`config.mk`:
```
export PLATFORM = sky130hd
export DESIGN_NAME = ecc_apb_sequencer
export DESIGN_NICKNAME = d
export VERILOG_FILES = /design/src/rtl/ecc_apb_sequencer.sv
export SDC_FILE = /design/constraint.sdc
export NUM_CORES = 1
export LEC_CHECK = 0
export CAP_MARGIN = 20
export CORE_UTILIZATION = 43
export DETAILED_ROUTE_END_ITERATION = 8
export PLACE_DENSITY = 0.77
export SLEW_MARGIN = 40
export SYNTH_ARGS = -nofsm -noshare
export SYNTH_HDL_FRONTEND = slang
export SYNTH_SLANG_ARGS = --single-unit
export TNS_END_PERCENT = 100
```
`constraint.sdc`:
```
create_clock -name clk -period 2 [get_ports clk]
set_clock_uncertainty 0.2 [all_clocks]
set_input_delay 0.4 -clock clk [delete_from_list [all_inputs] [get_ports clk]]
set_output_delay 0.4 -clock clk [all_outputs]
set_load 0.02 [all_outputs]
```
`src/rtl/ecc_apb_sequencer.sv`:
```
// ecc_apb_sequencer: APB master that programs ECC_ENC_DEC for one job and returns its result.
// Optional macro ECC_SEQ_SKIP_UNCHANGED_EN skips CODEWORD_WIDTH/NOISE writes matching the shadows.
module ecc_apb_sequencer #(
    parameter int DATA_WIDTH      = 32,
    parameter int AMBA_ADDR_WIDTH = 20,
    parameter int AMBA_WORD       = 32,
    parameter int TIMEOUT_CYCLES  = 1024
) (
    input  logic                       clk,
    input  logic                       rst,
    input  logic                       cmd_valid,
    output logic                       cmd_ready,
    input  logic [1:0]                 cmd_op,
    input  logic [1:0]                 cmd_width,
    input  logic [DATA_WIDTH-1:0]      cmd_data,
    input  logic [DATA_WIDTH-1:0]      cmd_noise,
    output logic [AMBA_ADDR_WIDTH-1:0] PADDR,
    output logic [AMBA_WORD-1:0]       PWDATA,
    output logic                       PSEL,
    output logic                       PENABLE,
    output logic                       PWRITE,
    input  logic                       operation_done,
    input  logic [DATA_WIDTH-1:0]      data_out,
    input  logic [1:0]                 num_of_errors,
    output logic                       res_valid,
    input  logic                       res_ready,
    output logic [DATA_WIDTH-1:0]      res_data,
    output logic [1:0]                 res_errors,
    output logic [1:0]                 res_status,
    output logic                       busy
);

    localparam int CW = $clog2(TIMEOUT_CYCLES + 1);

    typedef enum logic [2:0] {
        S_IDLE,
        S_SETUP,
        S_ACCESS,
        S_WAIT,
        S_RESP
    } state_t;

    state_t                     state_q, state_d;
    logic [1:0]                 idx_q, idx_d, nxt;
    logic [1:0]                 op_q, op_d;
    logic [1:0]                 width_q, width_d;
    logic [DATA_WIDTH-1:0]      data_q, data_d;
    logic [DATA_WIDTH-1:0]      noise_q, noise_d;
    logic [CW-1:0]              cnt_q, cnt_d;
    logic                       psel_q, psel_d;
    logic                       penable_q, penable_d;
    logic                       pwrite_q, pwrite_d;
    logic [AMBA_ADDR_WIDTH-1:0] paddr_q, paddr_d;
    logic [AMBA_WORD-1:0]       pwdata_q, pwdata_d;
    logic                       cmd_ready_q, cmd_ready_d;
    logic                       busy_q, busy_d;
    logic                       res_valid_q, res_valid_d;
    logic [DATA_WIDTH-1:0]      res_data_q, res_data_d;
    logic [1:0]                 res_errors_q, res_errors_d;
    logic [1:0]                 res_status_q, res_status_d;
`ifdef ECC_SEQ_SKIP_UNCHANGED_EN
    logic                       sh_w_vld_q, sh_w_vld_d;
    logic                       sh_n_vld_q, sh_n_vld_d;
    logic [1:0]                 sh_w_q, sh_w_d;
    logic [DATA_WIDTH-1:0]      sh_n_q, sh_n_d;
`endif

    function automatic logic [AMBA_ADDR_WIDTH-1:0] reg_addr(input logic [1:0] idx);
        unique case (idx)
            2'd0:    reg_addr = AMBA_ADDR_WIDTH'(8'h04);
            2'd1:    reg_addr = AMBA_ADDR_WIDTH'(8'h08);
            2'd2:    reg_addr = AMBA_ADDR_WIDTH'(8'h0C);
            default: reg_addr = AMBA_ADDR_WIDTH'(8'h00);
        endcase
    endfunction

    function automatic logic [AMBA_WORD-1:0] reg_wdata(
        input logic [1:0]            idx,
        input logic [1:0]            op,
        input logic [1:0]            w,
        input logic [DATA_WIDTH-1:0] d,
        input logic [DATA_WIDTH-1:0] n
    );
        unique case (idx)
            2'd0:    reg_wdata = AMBA_WORD'(d);
            2'd1:    reg_wdata = AMBA_WORD'(w);
            2'd2:    reg_wdata = AMBA_WORD'(n);
            default: reg_wdata = AMBA_WORD'(op);
        endcase
    endfunction

    always_comb begin
        state_d      = state_q;
        idx_d        = idx_q;
        op_d         = op_q;
        width_d      = width_q;
        data_d       = data_q;
        noise_d      = noise_q;
        cnt_d        = cnt_q;
        psel_d       = psel_q;
        penable_d    = penable_q;
        pwrite_d     = pwrite_q;
        paddr_d      = paddr_q;
        pwdata_d     = pwdata_q;
        res_valid_d  = res_valid_q;
        res_data_d   = res_data_q;
        res_errors_d = res_errors_q;
        res_status_d = res_status_q;
        nxt          = idx_q + 2'd1;
`ifdef ECC_SEQ_SKIP_UNCHANGED_EN
        sh_w_vld_d   = sh_w_vld_q;
        sh_n_vld_d   = sh_n_vld_q;
        sh_w_d       = sh_w_q;
        sh_n_d       = sh_n_q;
        if (nxt == 2'd1 && sh_w_vld_q && sh_w_q == width_q) nxt = 2'd2;
        if (nxt == 2'd2 && sh_n_vld_q && sh_n_q == noise_q) nxt = 2'd3;
`endif
        unique case (state_q)
            S_IDLE: begin
                if (cmd_valid && cmd_ready_q) begin
                    op_d    = cmd_op;
                    width_d = cmd_width;
                    data_d  = cmd_data;
                    noise_d = cmd_noise;
                    if (cmd_op == 2'd3 || cmd_width == 2'd3) begin
                        state_d      = S_RESP;
                        res_valid_d  = 1'b1;
                        res_status_d = 2'b10;
                        res_data_d   = '0;
                        res_errors_d = '0;
                    end else begin
                        state_d  = S_SETUP;
                        idx_d    = 2'd0;
                        psel_d   = 1'b1;
                        pwrite_d = 1'b1;
                        paddr_d  = reg_addr(2'd0);
                        pwdata_d = reg_wdata(2'd0, cmd_op, cmd_width, cmd_data, cmd_noise);
                    end
                end
            end
            S_SETUP: begin
                state_d   = S_ACCESS;
                penable_d = 1'b1;
            end
            S_ACCESS: begin
`ifdef ECC_SEQ_SKIP_UNCHANGED_EN
                if (idx_q == 2'd1) begin
                    sh_w_d     = width_q;
                    sh_w_vld_d = 1'b1;
                end
                if (idx_q == 2'd2) begin
                    sh_n_d     = noise_q;
                    sh_n_vld_d = 1'b1;
                end
`endif
                penable_d = 1'b0;
                if (idx_q == 2'd3) begin
                    state_d  = S_WAIT;
                    psel_d   = 1'b0;
                    pwrite_d = 1'b0;
                    paddr_d  = '0;
                    pwdata_d = '0;
                    cnt_d    = '0;
                end else begin
                    state_d  = S_SETUP;
                    idx_d    = nxt;
                    paddr_d  = reg_addr(nxt);
                    pwdata_d = reg_wdata(nxt, op_q, width_q, data_q, noise_q);
                end
            end
            S_WAIT: begin
                // done takes priority over a timeout landing on the same cycle
                if (operation_done) begin
                    state_d      = S_RESP;
                    res_valid_d  = 1'b1;
                    res_status_d = 2'b00;
                    res_data_d   = data_out;
                    res_errors_d = num_of_errors;
                end else if (cnt_q == CW'(TIMEOUT_CYCLES)) begin
                    state_d      = S_RESP;
                    res_valid_d  = 1'b1;
                    res_status_d = 2'b01;
                    res_data_d   = '0;
                    res_errors_d = '0;
`ifdef ECC_SEQ_SKIP_UNCHANGED_EN
                    sh_w_vld_d   = 1'b0;
                    sh_n_vld_d   = 1'b0;
`endif
                end else begin
                    cnt_d = cnt_q + CW'(1);
                end
            end
            S_RESP: begin
                if (res_ready) begin
                    state_d     = S_IDLE;
                    res_valid_d = 1'b0;
                end
            end
            default: state_d = S_IDLE;
        endcase
        cmd_ready_d = (state_d == S_IDLE);
        busy_d      = (state_d != S_IDLE);
    end

    always_ff @(posedge clk or negedge rst) begin
        if (!rst) begin
            state_q      <= S_IDLE;
            idx_q        <= '0;
            op_q         <= '0;
            width_q      <= '0;
            data_q       <= '0;
            noise_q      <= '0;
            cnt_q        <= '0;
            psel_q       <= 1'b0;
            penable_q    <= 1'b0;
            pwrite_q     <= 1'b0;
            paddr_q      <= '0;
            pwdata_q     <= '0;
            cmd_ready_q  <= 1'b0;
            busy_q       <= 1'b0;
            res_valid_q  <= 1'b0;
            res_data_q   <= '0;
            res_errors_q <= '0;
            res_status_q <= '0;
`ifdef ECC_SEQ_SKIP_UNCHANGED_EN
            sh_w_vld_q   <= 1'b0;
            sh_n_vld_q   <= 1'b0;
            sh_w_q       <= '0;
            sh_n_q       <= '0;
`endif
        end else begin
            state_q      <= state_d;
            idx_q        <= idx_d;
            op_q         <= op_d;
            width_q      <= width_d;
            data_q       <= data_d;
            noise_q      <= noise_d;
            cnt_q        <= cnt_d;
            psel_q       <= psel_d;
            penable_q    <= penable_d;
            pwrite_q     <= pwrite_d;
            paddr_q      <= paddr_d;
            pwdata_q     <= pwdata_d;
            cmd_ready_q  <= cmd_ready_d;
            busy_q       <= busy_d;
            res_valid_q  <= res_valid_d;
            res_data_q   <= res_data_d;
            res_errors_q <= res_errors_d;
            res_status_q <= res_status_d;
`ifdef ECC_SEQ_SKIP_UNCHANGED_EN
            sh_w_vld_q   <= sh_w_vld_d;
            sh_n_vld_q   <= sh_n_vld_d;
            sh_w_q       <= sh_w_d;
            sh_n_q       <= sh_n_d;
`endif
        end
    end

    assign cmd_ready  = cmd_ready_q;
    assign busy       = busy_q;
    assign PSEL       = psel_q;
    assign PENABLE    = penable_q;
    assign PWRITE     = pwrite_q;
    assign PADDR      = paddr_q;
    assign PWDATA     = pwdata_q;
    assign res_valid  = res_valid_q;
    assign res_data   = res_data_q;
    assign res_errors = res_errors_q;
    assign res_status = res_status_q;

endmodule

```
# After elaboration in Yosys (flattened, before gate mapping)

Cells that the tools add are included.

Multiplexer cells: 51
Add/subtract/negate cells: 2
Reduce and logical (&&, ||, !) cells: 18
Equality and inequality tests: 19

Operators with widths:

| kind                                                                   | count |
|---|---|
| 32-bit two-way mux                                                     | 7 |
| 32-bit one-hot mux with 2 select lines                                 | 2 |
| 32-bit one-hot mux with 3 select lines                                 | 1 |
| 20-bit two-way mux                                                     | 2 |
| 20-bit one-hot mux with 2 select lines                                 | 1 |
| 11-bit two-way mux                                                     | 3 |
| 2-bit two-way mux                                                      | 12 |
| 11-bit one-hot mux with 2 select lines                                 | 1 |
| 2-bit inequality test (second input constant)                          | 8 |
| 4-bit AND reduction                                                    | 4 |
| 3-bit two-way mux                                                      | 5 |
| 3-bit one-hot mux with 5 select lines                                  | 1 |
| 2-bit one-hot mux with 2 select lines                                  | 3 |
| 4-bit one-hot mux with 3 select lines                                  | 1 |
| 11-bit by 1-bit adder with 11-bit output (second input constant)       | 1 |
| 11-bit equality test (second input constant)                           | 1 |
| 2-bit equality test (second input constant)                            | 4 |
| 1-bit two-way mux                                                      | 8 |
| 2-bit nonzero test                                                     | 4 |
| 3-bit by 2-bit equality test with 1-bit output (second input constant) | 2 |
| 3-bit zero test                                                        | 2 |
| 3-bit nonzero test                                                     | 2 |
| 5-bit AND reduction                                                    | 1 |
| 4-bit two-way mux                                                      | 1 |
| other kinds (12)                                                       | 13 |

Logic and storage cells: 107
Register bits after elaboration: 177
Input port bits: 107

# Longest topological paths before layout

Depth in word-level cells: 6
Mapped depth: 8
Mapped depth without buffers: 6

# Least setup slack after synthesis

Ideal clock, no wire load.

Path type: register to register
From: register cnt_q[0]
To: register res_data_q[10] (netlist: res_data[10])
Slack: -0.001 ns
Setup time: 0.066 ns
Stages on the path, launching flop included: 9
Arrival time: 1.735 ns
Buffers on the path: 2
Data required time: 1.734 ns
Path through: dfrtp_1 > inv_1 > ha_1 > nor4b_2 > and4_1 > buf_2 > o21ai_1 > buf_2 > a22o_1

Cells in the longest elaborated chain, start to end: 3

Ends and longest elaborated chain:

| what                            | RTL line | RTL |
|---|---|---|
| start: declaration              | 49       | `logic [CW-1:0] cnt_q, cnt_d;` |
| start signal: assignment        | 238      | `cnt_q <= cnt_d;` |
| 11-bit equality test            | 179      | `end else if (cnt_q == CW'(TIMEOUT_CYCLES)) begin` |
| 3-bit inequality test (no line) | n/a      |  |
| 4-bit AND reduction (no line)   | n/a      |  |
| end signal: assignment          | 247      | `res_data_q <= res_data_d;` |
| end: declaration                | 58       | `logic [DATA_WIDTH-1:0] res_data_q, res_data_d;` |

Every way passes these cells.
A chain may end at the register's enable or synchronous reset.

# Worst setup path in the final report

From: register state_q[1]
To: register res_data_q[31] (netlist: res_data[31])

Cells in the longest elaborated chain, start to end: 3
Elaborated cells between the ends (all ways): 8
Those cells by class: eq/ne: 4; mux: 1; reduce/logical: 3

Ends and longest elaborated chain:

| what                                                                                     | RTL line | RTL |
|---|---|---|
| start: declaration                                                                       | 43       | `state_t state_q, state_d;` |
| start signal: assignment                                                                 | 232      | `state_q <= state_d;` |
| 3-bit by 2-bit equality test with 1-bit output / 3-bit zero test (equally long branches) | 118      | `unique case (state_q)` |
| 3-bit inequality test (no line), or another cell as far along                            | n/a      |  |
| 4-bit AND reduction (no line)                                                            | n/a      |  |

Several ways; a longest one is shown, not always the timed one.

==> out/qor.yml <==
clocking:
  root_buffer: "clkbuf_16"
  cts_buffers: 17
  htreeDepth: 4
  clk_pin_slew_ns: 0.06
  clock_insertion_delay_worst_skew_ns: 0.43
  cts.path.max_buffers: 2
  cts_tree: "yes"
  cts.sinks: 159
cells_and_area:
  antenna_cells: 0
  fin_nets: 879
  drive_gt1_frac: 0.2275
  synthToLayoutAreaGrowth_pct: 44.96
  finalInstanceArea_mm2: 0.009977
synth:
  syn_area_mm2: 0.006883
  syn_inst: 552
  synthDistinctLibCells: 54
  synth_edf_count: 0
  syn_area_per_cell_um2: 12.47
  synth_common_cells: "dfrtp_1 (159), mux2_2 (68), a22oi_1 (48), a22o_1 (34), o21ai_0 (28)"
  ys_seq_area_frac: 0.5781
  yosysMostFrequentCell: "dfrtp_1"
  yosys.area.top_type: "dfrtp_1"
  async_reset_ff_frac: 1.000
  synthTopCellsByArea: "dfrtp_1 (58%), mux2_2 (11%), a22oi_1 (5.2%), a22o_1 (4.3%), buf_4 (2.3%)"
  ys_dominant_reg_cell: "dfrtp_1"
  yosysTopAreaCellShare: 0.5781
  ys_warn_count: 0
  synth-seq-cells: 159
route:
  antenna_left: 0
  routed_via_density: 5.439
  vias: 5379
  wirelength_um: 18890
  drc: 0
  drt_pass1_iterations: 4
  wire_per_inst_um: 19.10
  drtIter0Drc: 272
floorplan:
  core_area_mm2: 0.01543
  dieHeight_um: 128.5
  io_pins: 201
  die_x_um: 128.5
  placementRows: 45
  start_util: 0.4461
  die-area_mm2: 0.01652
sta:
  clock.fmax_mhz: 492.2
  fin_tns_setup_ns: -0.1901
  finalCritPeriodShare: 1.016
  rsz0062_at_grt: "true"
  setup_viol: 17
  min_period_ns: 2.032
  hold_viol: 0
  setup_ws_ns: -0.03162
  drv_slew: 0
critical_path:
  cp.required_ns: 2.11
  reg2reg_depth: 5
  worstSetupStartpointType: "register"
  arrival_ns: 2.14
  r2r-start: "state_q[1]"
  crit_type: "reg2reg"
  worst_setup_path_end_kind: "register"
  crit_start: "state_q[1]"
  worst-path-max-fanout: 8
power:
  finalPower_mw: 15.43
  ir_drop_v: 0.0007264
  pwr_density_cell_mw_per_mm2: 1546
  leakage_nw: 4.779
place:
  dpl-instance-area_mm2: 0.009170
  io_buffers: 182
  place.gp.congestion: 0.8078
  dp_hpwl_um: 12560
global_route:
  first_global_vias: 5498
  grt_start_max_net_pins: 47
  antenna_found_initial: 0
  grt_overflow: 0
  grt_pass1_wl_um: 28770
  grt_util_all_layers: 0.2293
outcome:
  status: "finished, violations left"
  violations: "negative setup slack"
flow_run:
  maxCapViolations: 0
hold_path:
  hold_path.class: "in2async"
## flip-flops by register name, indices dropped and copies added (netlist names)
| signal | count |
|---|---|
| PWDATA | 32 |
| data_q | 32 |
| noise_q | 32 |
| res_data | 32 |
| cnt_q | 11 |
| state_q | 3 |
| PADDR | 2 |
| idx_q | 2 |
| op_q | 2 |
| res_errors | 2 |
| res_status | 2 |
| width_q | 2 |
| PENABLE | 1 |
| PWRITE | 1 |
| busy | 1 |
| cmd_ready | 1 |
| res_valid | 1 |
## what timing repair did
item	CTS	global route
endpoints found under the hold margin	42	0
gates cloned	0	4
hold buffers	1	0
resized for setup	63	32
endpoints found under the setup margin	108	76
pin swaps	1	11
buffers inserted	0	4
## path summary, 6_finish.rpt
check | to | slack, ns
setup reg to reg | res_data[31] | -0.03
hold / removal | noise_q[21] | 0.28
max in group asynchronous | noise_q[11] | 0.72
setup / recovery | res_data[31] | -0.03
hold reg to reg | PWDATA[18] | 0.29
min in group clk | PWDATA[18] | 0.29
## metrics by stage
| step | hold slack, ns | setup WS, ns | utilization | std cells |
|---|---|---|---|---|
| 2_1_floorplan | -0.09559 | 0.05745 | - | 569 |
| 3_3_place_gp | 0.1583 | -0.3804 | 0.5944 | 948 |
| 3_5_place_dp | 0.1692 | -0.5168 | 0.5944 | 948 |
| 4_1_cts | 0.2738 | 0.002971 | 0.6333 | 981 |
| 5_1_grt | 0.3071 | -0.08091 | 0.6467 | 989 |
| 6_report | 0.2809 | -0.03162 | 0.6467 | 989 |
## final cells by class
class | count | area, um2
Fill cell | 1185 | 5450
Sequential cell | 159 | 3981
Multi-Input combinational cell | 345 | 2699
Timing Repair Buffer | 234 | 2386
Clock buffer | 19 | 452.9
Tap cell | 211 | 264.0
Clock inverter | 13 | 163.9
Inverter | 8 | 30.03
## power breakdown
part           switching, mW  internal [mW]  leakage (nW)
Combinational           3.18           3.28          2.49
Sequential             0.924           4.70          1.99
Clock                   1.31           2.03         0.299
Total                   5.41           10.0          4.78
## cells in the final DEF, fill, tap and decap left out, types with 15 or more instances in the layout
cell type | Yosys | routed
o21ai_0 | 28 | 26
nand2_1 | 27 | 27
buf_4 | 21 | 37
dlygate4sd2_1 | 0 | 53
dfrtp_1 | 159 | 157
a22o_1 | 34 | 34
a22oi_1 | 48 | 47
dlymetal6s2s_1 | 0 | 22
clkdlybuf4s50_1 | 0 | 106
conb_1 | 1 | 18
o21ai_1 | 14 | 15
clkbuf_16 | 0 | 20
mux2_2 | 68 | 68
nor2_1 | 21 | 20
## critical path: stages (launching register included)
cell and delay [ns]:
dfrtp_2 0.45, nand4bb_4 0.29, o31ai_2 0.38, o21ai_4 0.18, clkbuf_16 0.20, a22o_1 0.21
## logic make-up (layout without fill, tap and decap cells)
family                   count (synthesis)  count (layout)  share of synthesized area
AO/OA/AOI/OAI                          160             160                     0.1683
XOR/XNOR                                 7               7                   0.008908
adder cells (fa/ha/maj)                  7               7                    0.01272
buffers and inverters                   65             274                    0.05253
flip-flops                             159             159                     0.5781
multiplexers                            68              68                     0.1113
other                                    1              18                  0.0005448
AND/OR/NAND/NOR                         85              85                    0.06763
## metal layers
metal  up-vias  part of all wire  global-route usage
met3        25             0.083             0.08607
met5         -                 0                   0
met1      2694              0.41              0.2778
li1       2422                 -                   -
met4         0             0.016             0.06920
met2       238              0.49              0.3809
No activity file was read; power rests on OpenSTA's default activity.
